==> config.mk <==
export PLATFORM = sky130hd
export DESIGN_NAME = muldiv_unit
export DESIGN_NICKNAME = d
export VERILOG_FILES = /design/src/rtl/muldiv_pkg.sv /design/src/rtl/muldiv_twos_neg.sv /design/src/rtl/muldiv_unit.sv
export SDC_FILE = /design/constraint.sdc
export NUM_CORES = 1
export LEC_CHECK = 0
export ABC_AREA = 0
export ABC_CLOCK_PERIOD_IN_PS = 3900
export CAP_MARGIN = 30
export CORE_ASPECT_RATIO = 0.5
export CORE_MARGIN = 5
export CORE_UTILIZATION = 45
export DETAILED_ROUTE_END_ITERATION = 8
export GPL_TIMING_DRIVEN = 0
export PLACE_DENSITY = 0.66
export SYNTH_ARGS = -nofsm -noshare
export SYNTH_HDL_FRONTEND = slang
export SYNTH_SLANG_ARGS = --single-unit
==> constraint.sdc <==
create_clock -name clk -period 3.9 [get_ports clk]
set_input_delay 0.78 -clock clk [delete_from_list [all_inputs] [get_ports clk]]
set_output_delay 0.78 -clock clk [all_outputs]
set_load 0.05 [all_outputs]
==> src/rtl/muldiv_pkg.sv <==
// Shared types and sizing helpers for the iterative multiply/divide unit.
package muldiv_pkg;

    // Operation encoding as presented by the datapath
    typedef enum logic [1:0] {
        MD_MULT  = 2'b00,
        MD_MULTU = 2'b01,
        MD_DIV   = 2'b10,
        MD_DIVU  = 2'b11
    } muldiv_op_t;

    // Control FSM states
    typedef enum logic [1:0] {
        S_IDLE = 2'd0,
        S_RUN  = 2'd1,
        S_FIX  = 2'd2
    } state_t;

    // Default operand width (MIPS word)
    localparam int MD_WIDTH = 32;

    // Step counter width: must hold values up to WIDTH
    function automatic int muldiv_cnt_w(input int w);
        return $clog2(w + 1);
    endfunction

endpackage

==> src/rtl/muldiv_twos_neg.sv <==
// Conditional two's-complement negate; used for operand magnitudes and
// for restoring the sign of products, quotients and remainders.
module twos_neg #(
    parameter int WIDTH = 32
) (
    input  logic             neg,
    input  logic [WIDTH-1:0] din,
    output logic [WIDTH-1:0] dout
);

    assign dout = neg ? (~din + WIDTH'(1)) : din;

endmodule

==> src/rtl/muldiv_unit.sv <==
// Iterative radix-2 multiply/divide unit owning the HI/LO register pair.
// Operands are reduced to magnitudes on acceptance, one bit is processed
// per RUN cycle, and signs are reapplied in the FIX cycle.
module muldiv_unit
    import muldiv_pkg::*;
#(
    parameter int WIDTH = MD_WIDTH
) (
    input  logic             clk,
    input  logic             reset,
    input  logic             start,
    input  logic [1:0]       op,
    input  logic [WIDTH-1:0] a,
    input  logic [WIDTH-1:0] b,
    input  logic             hi_we,
    input  logic             lo_we,
    input  logic [WIDTH-1:0] wdata,
    output logic             busy,
    output logic             done,
    output logic             div_by_zero,
    output logic [WIDTH-1:0] hi,
    output logic [WIDTH-1:0] lo
);

    localparam int CNT_W = muldiv_cnt_w(WIDTH);

    state_t             state_reg, state_next;
    muldiv_op_t         op_reg;
    logic [WIDTH-1:0]   a_reg, b_reg;
    logic               sign_a_reg, sign_b_reg, dz_reg;
    logic [2*WIDTH-1:0] acc_reg;
    logic [CNT_W-1:0]   cnt_reg;
    logic [WIDTH-1:0]   hi_reg, lo_reg;
    logic               done_reg, dbz_reg;

    muldiv_op_t         op_in;
    logic               is_signed_in, is_div_reg;
    logic [WIDTH-1:0]   opnd_in  [2];
    logic [WIDTH-1:0]   opnd_abs [2];

    assign op_in        = muldiv_op_t'(op);
    assign is_signed_in = (op_in == MD_MULT) || (op_in == MD_DIV);
    assign is_div_reg   = (op_reg == MD_DIV) || (op_reg == MD_DIVU);
    assign opnd_in[0]   = a;
    assign opnd_in[1]   = b;

    // Magnitude of each incoming operand (raw value for unsigned ops)
    generate
        for (genvar gi = 0; gi < 2; gi++) begin : g_abs
            twos_neg #(.WIDTH(WIDTH)) u_abs (
                .neg  (is_signed_in & opnd_in[gi][WIDTH-1]),
                .din  (opnd_in[gi]),
                .dout (opnd_abs[gi])
            );
        end
    endgenerate

    // One multiply step: add multiplicand into the upper half when the
    // current multiplier LSB is set, then shift the accumulator right.
    logic [WIDTH:0]     mul_sum;
    logic [2*WIDTH-1:0] mul_next;
    assign mul_sum  = {1'b0, acc_reg[2*WIDTH-1:WIDTH]} + (b_reg[0] ? {1'b0, a_reg} : '0);
    assign mul_next = {mul_sum, acc_reg[WIDTH-1:1]};

    // One restoring-divide step: remainder lives in the upper half,
    // quotient bits shift into the lower half. With a zero divisor the
    // remainder ends up holding the dividend magnitude.
    logic [WIDTH:0]     div_shift, div_rem;
    logic               div_ge;
    logic [2*WIDTH-1:0] div_next;
    assign div_shift = {acc_reg[2*WIDTH-1:WIDTH], a_reg[WIDTH-1]};
    assign div_ge    = div_shift >= {1'b0, b_reg};
    assign div_rem   = div_ge ? (div_shift - {1'b0, b_reg}) : div_shift;
    assign div_next  = {div_rem[WIDTH-1:0], acc_reg[WIDTH-2:0], div_ge};

    // Sign restoration of the finished results
    logic [2*WIDTH-1:0] prod_fix;
    logic [WIDTH-1:0]   quo_fix, rem_fix;

    twos_neg #(.WIDTH(2*WIDTH)) u_neg_prod (
        .neg  (sign_a_reg ^ sign_b_reg),
        .din  (acc_reg),
        .dout (prod_fix)
    );

    twos_neg #(.WIDTH(WIDTH)) u_neg_quo (
        .neg  (sign_a_reg ^ sign_b_reg),
        .din  (acc_reg[WIDTH-1:0]),
        .dout (quo_fix)
    );

    twos_neg #(.WIDTH(WIDTH)) u_neg_rem (
        .neg  (sign_a_reg),
        .din  (acc_reg[2*WIDTH-1:WIDTH]),
        .dout (rem_fix)
    );

    // State register
    always_ff @(posedge clk or negedge reset) begin
        if (!reset) state_reg <= S_IDLE;
        else        state_reg <= state_next;
    end

    // Next-state and busy decode
    always_comb begin
        state_next = state_reg;
        busy       = 1'b0;
        case (state_reg)
            S_IDLE: if (start) state_next = S_RUN;
            S_RUN: begin
                busy = 1'b1;
                if (cnt_reg == CNT_W'(WIDTH - 1)) state_next = S_FIX;
            end
            S_FIX: begin
                busy       = 1'b1;
                state_next = S_IDLE;
            end
            default: state_next = S_IDLE;
        endcase
    end

    // Operand capture, iterative step datapath and HI/LO updates
    always_ff @(posedge clk or negedge reset) begin
        if (!reset) begin
            op_reg     <= MD_MULT;
            a_reg      <= '0;
            b_reg      <= '0;
            sign_a_reg <= 1'b0;
            sign_b_reg <= 1'b0;
            dz_reg     <= 1'b0;
            acc_reg    <= '0;
            cnt_reg    <= '0;
            hi_reg     <= '0;
            lo_reg     <= '0;
        end else begin
            case (state_reg)
                S_IDLE: begin
                    if (start) begin
                        op_reg     <= op_in;
                        a_reg      <= opnd_abs[0];
                        b_reg      <= opnd_abs[1];
                        sign_a_reg <= is_signed_in & a[WIDTH-1];
                        sign_b_reg <= is_signed_in & b[WIDTH-1];
                        dz_reg     <= (b == '0);
                        acc_reg    <= '0;
                        cnt_reg    <= '0;
                    end else begin
                        if (hi_we) hi_reg <= wdata;
                        if (lo_we) lo_reg <= wdata;
                    end
                end
                S_RUN: begin
                    cnt_reg <= cnt_reg + CNT_W'(1);
                    if (is_div_reg) begin
                        acc_reg <= div_next;
                        a_reg   <= a_reg << 1;
                    end else begin
                        acc_reg <= mul_next;
                        b_reg   <= b_reg >> 1;
                    end
                end
                S_FIX: begin
                    if (is_div_reg) begin
                        hi_reg <= rem_fix;
                        lo_reg <= dz_reg ? '1 : quo_fix;
                    end else begin
                        hi_reg <= prod_fix[2*WIDTH-1:WIDTH];
                        lo_reg <= prod_fix[WIDTH-1:0];
                    end
                end
                default: ;
            endcase
        end
    end

    // Completion pulse and divide-by-zero flag, one cycle after FIX
    always_ff @(posedge clk or negedge reset) begin
        if (!reset) begin
            done_reg <= 1'b0;
            dbz_reg  <= 1'b0;
        end else begin
            done_reg <= (state_reg == S_FIX);
            dbz_reg  <= (state_reg == S_FIX) && is_div_reg && dz_reg;
        end
    end

    assign done        = done_reg;
    assign div_by_zero = dbz_reg;
    assign hi          = hi_reg;
    assign lo          = lo_reg;

endmodule

==> implementation parameters, run 1 <==
Parameter                              Value

Status
  Status    completed

Global routing
  Wire length of the first global-routing pass    96900 µm
  Grt ovf    0
  Global-route usage over all layers    29.8%
  Antenna violations before repair    1
  Largest net degree at the start of global routing    97
  Via count of the first global-routing pass    16.1k

Power and ir drop
  Power per standard cell area    927 mW/mm²
  LEAKAGE    0.00811 µW
  Highest ir drop seen on vdd    0.585 mV

Setup path
  Highest fanout seen on the critical path    10
  Kind of launch point of the worst setup path    flop
  CP arrival    4.23 ns
  CP cell instances    clkbuf_2 > and2_1 > ha_1 > inv_1 > fa_1 > nand2b_1 > a21o_1 > a211o_1 > o2111ai_4 > a21o_1 > xor2_1 > a221oi_1 > a31oi_1
  Setup Crit Path Kind    reg -> reg
  Critical Path End Type    flop
  Critical path required time    4.36 ns
  Cell with the largest stage delay on the worst path    dfrtp_1
  Delay of the slowest cell on the worst path    0.54 ns
  Cell mode on critical path    a21o_1

Synthesis
  Post-Syn Nets    2231
  Prevailing post-synth register cell    dfrtp_1
  Post-synthesis sequential element count    206
  Syn Inst Count    2053
  Seq/Total Area, Yosys    31.2%
  Cell type with the largest total area after synthesis    dfrtp_1
  Top cells by count, synth    238 x nand2_1, 206 x dfrtp_1, 195 x o21ai_0
  Share of the synthesized area in the top cell type    31.2%
  Post-synth EDFFs    0
  Proportion of synthesized flip-flops having asynchronous set or reset    100%
  Most numerous cell in the Yosys netlist    nand2_1
  Synth Warn #    0
  Total standard cell area after synthesis    0.0165 mm²
  Largest cells by area after synthesis    dfrtp_1 31%, o21ai_0 5.9%, ha_1 5.5%
  Number of distinct standard cells referenced by the synthesized netlist    84
  Avg Inst Size Synth    8.06 µm²

Layout
  Fraction of final layout cells with drive strength greater than 1    4.55%
  Number of inserted diodes    0
  Seq. cell area    0.00515 mm²
  Area of the multi-input gates    0.0106 mm²
  Max FFs per register    64
  Relative area change from synthesis to final layout    19.0%
  # nets final    2429
  Filler cell count in the final layout    3501

STA
  Clock skew after layout    0.0234 ns
  Final Max Slew Viols    0
  Minimum period implied by the final worst setup slack    3.76 ns
  Actual transition at the worst max-transition pin    1.09 ns
  Rel. slew slack    27.5%
  Hold violation count in the final report    0
  Sum of negative setup slack    0 ns
  Number of setup violations in the final report    0
  Highest clock rate    266 MHz
  PnR worst setup slack    0.139 ns
  RSZ-0062 raised after global routing    no
  Final clock period utilization by the worst path    96.4%

Drt
  Iteration-0 DRC count of the detailed router    1811
  Number of remaining DRC errors    0
  DRT antenna net count    0
  Post-DR vias/cell    6.14
  Average wire length per cell after detail routing    23.2 µm
  Number of iterations in the first detailed-routing pass    5
  Routed Wire Length    63700 µm
  Number of vias after detailed routing    16.9k

Placed design
  Post-detail-place hpwl    49900 µm
  Routability-driven placement congestion ratio    0.979
  Count of input and output buffers    169
  Worst slack at placement    -0.291 ns

Clock tree
  Cts-stage hold buffer count    0
  Clk root buf    clkbuf_16
  Clock insertion delay at the later pin of the skew report    0.54 ns
  Number of clock sinks    206
  Total CTS buffers    22
  TritonCTS clock tree    done
  Clock Tree Buf Depth    3
  Clock-pin slew on the worst setup and hold paths    0.07 ns
  Max H-tree Level    1

Floorplan
  Die area    0.0409 mm²
  Die Span X    281 µm
  DIE HEIGHT    146 µm
  Row count    49
  Core ar.    0.0361 mm²
  Starting Density    45.8%
  I/O Pins    170

Hold path
  Worst hold path class    in -> async

Run
  Max_cap viols    0
stage by stage:
stage | instance area (µm²) | std cells | hold slack, ns | power, µW | utilization (%)
floorplan | 16500 | 2053 | 0.450 | 11600 | -
global placement | 18800 | 2706 | 0.461 | 15600 | 52.2
detailed placement | 18900 | 2710 | 0.470 | 15700 | 52.4
CTS | 19700 | 2750 | 0.126 | 17900 | 54.4
global route | 19700 | 2750 | 0.133 | 19300 | 54.5
finish | 19700 | 2750 | 0.116 | 18300 | 54.5
kinds of logic (layout without fill, tap and decap cells):
| group | Yosys count | in the layout | share of synthesized area [%] |
|---|---|---|---|
| AO/OA/AOI/OAI | 694 | 694 | 26.9 |
| buffers and inverters | 189 | 402 | 4.67 |
| flip-flops | 206 | 206 | 31.2 |
| adder cells (fa/ha/maj) | 75 | 75 | 5.76 |
| AND/OR/NAND/NOR | 661 | 661 | 18.9 |
| XOR/XNOR | 166 | 166 | 8.79 |
| multiplexers | 62 | 62 | 3.82 |
power by group:
part | switching (µW) | internal [µW] | leakage (µW)
clock | 961 | 1220 | 0.000347
combinational | 7990 | 4140 | 0.00518
sequential | 985 | 2950 | 0.00259
cell type report:
class / instances / share of cell area [%]
Timing Repair Buffer: 174 / 9.02
Buffer: 121 / 2.65
Tap cell: 484 / 3.08
Clock inverter: 9 / 0.426
Multi-Input combinational cell: 1658 / 54.1
Inverter: 68 / 1.30
Clock buffer: 30 / 3.26
Sequential cell: 206 / 26.2
timing repair:
item                       4_1_cts  5_1_grt
pin swaps                        1        0
setup buffers                    1        0
setup endpoints to repair        5       27
gates resized for setup          1       13
final timing paths:
path,cells after the start,slack [ns],start,endpoint
max,13,0.14,b_reg[0],acc_reg[59]
min,1,0.12,reset,b_reg[11]
max reg2reg,13,0.14,b_reg[0],acc_reg[59]
min reg2reg,2,0.48,hi[0],hi[0]
max in group asynchronous,3,2.56,reset,acc_reg[9]
min in group clk,2,0.48,hi[0],hi[0]
critical path, delay by kind of cell (launching register included):
kind	cells	cell delay (ns)
AO/OA/AOI/OAI	6	1.42
flip-flops	1	0.54
buffers and inverters	2	0.30
adder cells (fa/ha/maj)	2	0.61
XOR/XNOR	1	0.28
AND/OR/NAND/NOR	2	0.51
metal layers:
metal / vias to the layer above / share of wire (%) / wire [µm] / track usage (%)
met5: - / 0 / 0 / 0
met4: 0 / 2.3 / 1460 / 6.33
met3: 96 / 9.7 / 6200 / 5.53
met2: 761 / 43 / 27200 / 44.9
met1: 8168 / 45 / 28900 / 44.7
li1: 7870 / - / - / -
cells in the final DEF (no fill, tap or decap), drive strengths merged, types with 6 or more instances in the layout:
master	count
mux2i	53
xor2	69
buf	20
a21o	35
mux2	9
a22oi	17
dfrtp	206
a31oi	26
or3	17
o31ai	56
clkdlybuf4s50	168
nor4	24
o21a	21
inv	69
xnor2	97
o221ai	7
a21oi	169
ha	73
a211oi	21
o22ai	11
o41ai	9
or2	7
nor2b	13
nand2b	15
o21ai	201
a211o	6
nor2	169
o22a	25
and3	7
a221oi	12
o31a	6
nand2	238
or4	10
clkbuf	134
nor3b	10
nor3	49
and2	36
nand3	33
nand4	17
o211ai	21
Power figures use the tool's default switching activity.
==> run 2, diff against run 1 <==
--- a/config.mk
+++ b/config.mk
@@ -6,14 +6,14 @@
 export NUM_CORES = 1
 export LEC_CHECK = 0
 export ABC_AREA = 0
-export ABC_CLOCK_PERIOD_IN_PS = 3900
+export ABC_CLOCK_PERIOD_IN_PS = 4000
 export CAP_MARGIN = 30
 export CORE_ASPECT_RATIO = 0.5
 export CORE_MARGIN = 5
-export CORE_UTILIZATION = 45
+export CORE_UTILIZATION = 55
 export DETAILED_ROUTE_END_ITERATION = 8
 export GPL_TIMING_DRIVEN = 0
-export PLACE_DENSITY = 0.66
+export PLACE_DENSITY = 0.78
 export SYNTH_ARGS = -nofsm -noshare
 export SYNTH_HDL_FRONTEND = slang
 export SYNTH_SLANG_ARGS = --single-unit
==> constraint.sdc (replaced) <==
create_clock -name clk -period 4 [get_ports clk]
set_input_delay 0.8 -clock clk [delete_from_list [all_inputs] [get_ports clk]]
set_output_delay 0.8 -clock clk [all_outputs]
set_load 0.05 [all_outputs]
==> implementation parameters, run 2 (same netlist as run 1, synthesis figures left out) <==
Parameter                              Value

Status
  Status    completed

Layout
  Most common library cell in the layout ignoring fill and taps    nand2_1
  Relative area change from synthesis to final layout    17.8%
  Final standard cell count with taps included and fillers excluded    2654
  Max FFs per register    64
  # nets final    2427
  Share of the core filled with cells    66.5%
  Number of inserted diodes    0
  Fraction of final layout cells with drive strength greater than 1    4.07%
  Commonest cells after routing, fill and taps aside    238 x nand2_1, 206 x dfrtp_1, 195 x o21ai_0, 169 x nor2_1

STA
  Minimum period implied by the final worst setup slack    3.82 ns
  Sum of negative setup slack    0 ns
  RSZ-0062 raised after global routing    no
  Clock skew after layout    0.0247 ns
  Hold violation count in the final report    0
  Final clock period utilization by the worst path    95.5%
  Number of setup violations in the final report    0
  Final Max Slew Viols    0
  Highest clock rate    262 MHz
  Rel. slew slack    26.5%
  Actual transition at the worst max-transition pin    1.09 ns

Global routing
  GRT met1 Usage    50.2%
  Met3 Usage GRT    8.61%
  Most crowded layer after global routing    met1
  Wire length of the first global-routing pass    92500 µm
  Via count of the first global-routing pass    15.8k
  Global-route usage over all layers    34.3%
  Routing usage on met2    49.9%
  Antenna violations before repair    2
  Largest net degree at the start of global routing    111
  Grt ovf    0

Floorplan
  Core ar.    0.0293 mm²
  Die Span X    255 µm
  Die area    0.0338 mm²
  Starting Density    56.5%
  DIE HEIGHT    133 µm
  I/O Pins    170
  Row count    44

Hold path
  Worst hold path class    in -> async

Drt
  Post-DR vias/cell    6.49
  Number of remaining DRC errors    0
  DRT antenna net count    0
  Number of iterations in the first detailed-routing pass    8
  Routed Wire Length    60100 µm
  Iteration-0 DRC count of the detailed router    2155
  Number of vias after detailed routing    17.2k
  Average wire length per cell after detail routing    22.6 µm

Placed design
  Count of input and output buffers    169
  Total placed cells including tap cells    2616
  Post-detail-place hpwl    46800 µm
  Routability-driven placement congestion ratio    0.997

Power and ir drop
  P_sw    9490 µW
  Power per standard cell area    901 mW/mm²
  Combinational Power Share    66.6%
  LEAKAGE    0.00806 µW
  Total internal power    8060 µW
  Highest ir drop seen on vdd    0.342 mV
  Sequential Power Share    21.8%
  Relative contribution of the clock network to total power    11.6%
  Switching portion of total power    54.1%

Setup path
  Number of buffer and inverter stages on the critical path    2
  Delay of the slowest cell on the worst path    0.68 ns
  Kind of cell adding the most delay to the critical path    simple AND/OR/NAND/NOR gates
  CP cell instances    clkbuf_8 > inv_1 > ha_1 > or3b_2 > or3_1 > nor4_1 > a21oi_1 > o31ai_1 > xor2_1 > a221oi_1
  CP arrival    4.25 ns
  Slack of the worst reg-to-reg path    0.18 ns
  Critical path required time    4.43 ns
  Kind of launch point of the worst setup path    flop
  Setup Crit Path Kind    reg -> reg
  Highest fanout seen on the critical path    10
  Critical Path End Type    flop
  Cell with the largest stage delay on the worst path    o31ai_1

Clock tree
  TritonCTS clock tree    done
  Clock-pin slew on the worst setup and hold paths    0.07 ns
  Number of clock sinks    206
  Max H-tree Level    1
  Clock insertion delay at the later pin of the skew report    0.53 ns
  Clock Tree Buf Depth    3
  Clk root buf    clkbuf_16
  Total CTS buffers    21

Run
  Max_cap viols    0
run 2: cell count changes in the layout (fill, tap and decap cells not counted), sizes merged:
cell	previous run	this run
clkbuf	134	133
bufinv	1	2
clkinvlp	4	2
clkinv	3	2
run 2: cell type report:
cell class / instances / area (µm²)
Buffer: 121 / 518
Clock buffer: 30 / 589
Clock inverter: 7 / 93.8
Fill cell: 2522 / 9800
Inverter: 68 / 255
Multi-Input combinational cell: 1658 / 10600
Sequential cell: 206 / 5150
Tap cell: 391 / 489
Timing Repair Buffer: 173 / 1740
run 2: what timing repair did:
action	CTS	global route
hold buffers	0	0
gates resized for setup	0	7
setup endpoints to repair	0	23
buffers inserted	0	1
hold endpoints to repair	0	0
run 2: worst paths after layout:
path                              to  cells after the start        start
hold reg to reg               hi[11]                      1       hi[11]
max in group asynchronous      hi[9]                      2        reset
min in group clk              hi[11]                      1       hi[11]
setup reg to reg              hi[14]                     10  acc_reg[32]
setup / recovery              hi[14]                     10  acc_reg[32]
hold / removal             b_reg[19]                      1        reset
run 2: power by group through the flow:
stage               clock [µW]  combinational [µW]  sequential, µW
finish                    2040               11700            3820
floorplan                    0                6800            4530
global route              2130               12500            3870
global placement             0               11200            3780
CTS                       2040               11400            3770
detailed placement           0               11300            3800
run 2: layer usage:
layer / part of all wire (%) / up-vias
li1: - / 7882
met1: 42 / 8173
met2: 42 / 1008
met3: 12 / 154
met4: 3.6 / 2
met5: 0.077 / -
run 2: per-stage QoR:
step | hold WS, ns | setup WS, ns | cell area [µm²] | power, µW
final | 0.290 | 0.180 | 19500 | 17500
after global routing | 0.362 | 0.0262 | 19500 | 18500
after CTS | 0.334 | 0.00373 | 19400 | 17200
after detailed placement | 0.465 | -0.230 | 18800 | 15100
after global placement | 0.463 | -6.84 | 18700 | 15000
after floorplan | 0.450 | 0.672 | 16500 | 11300
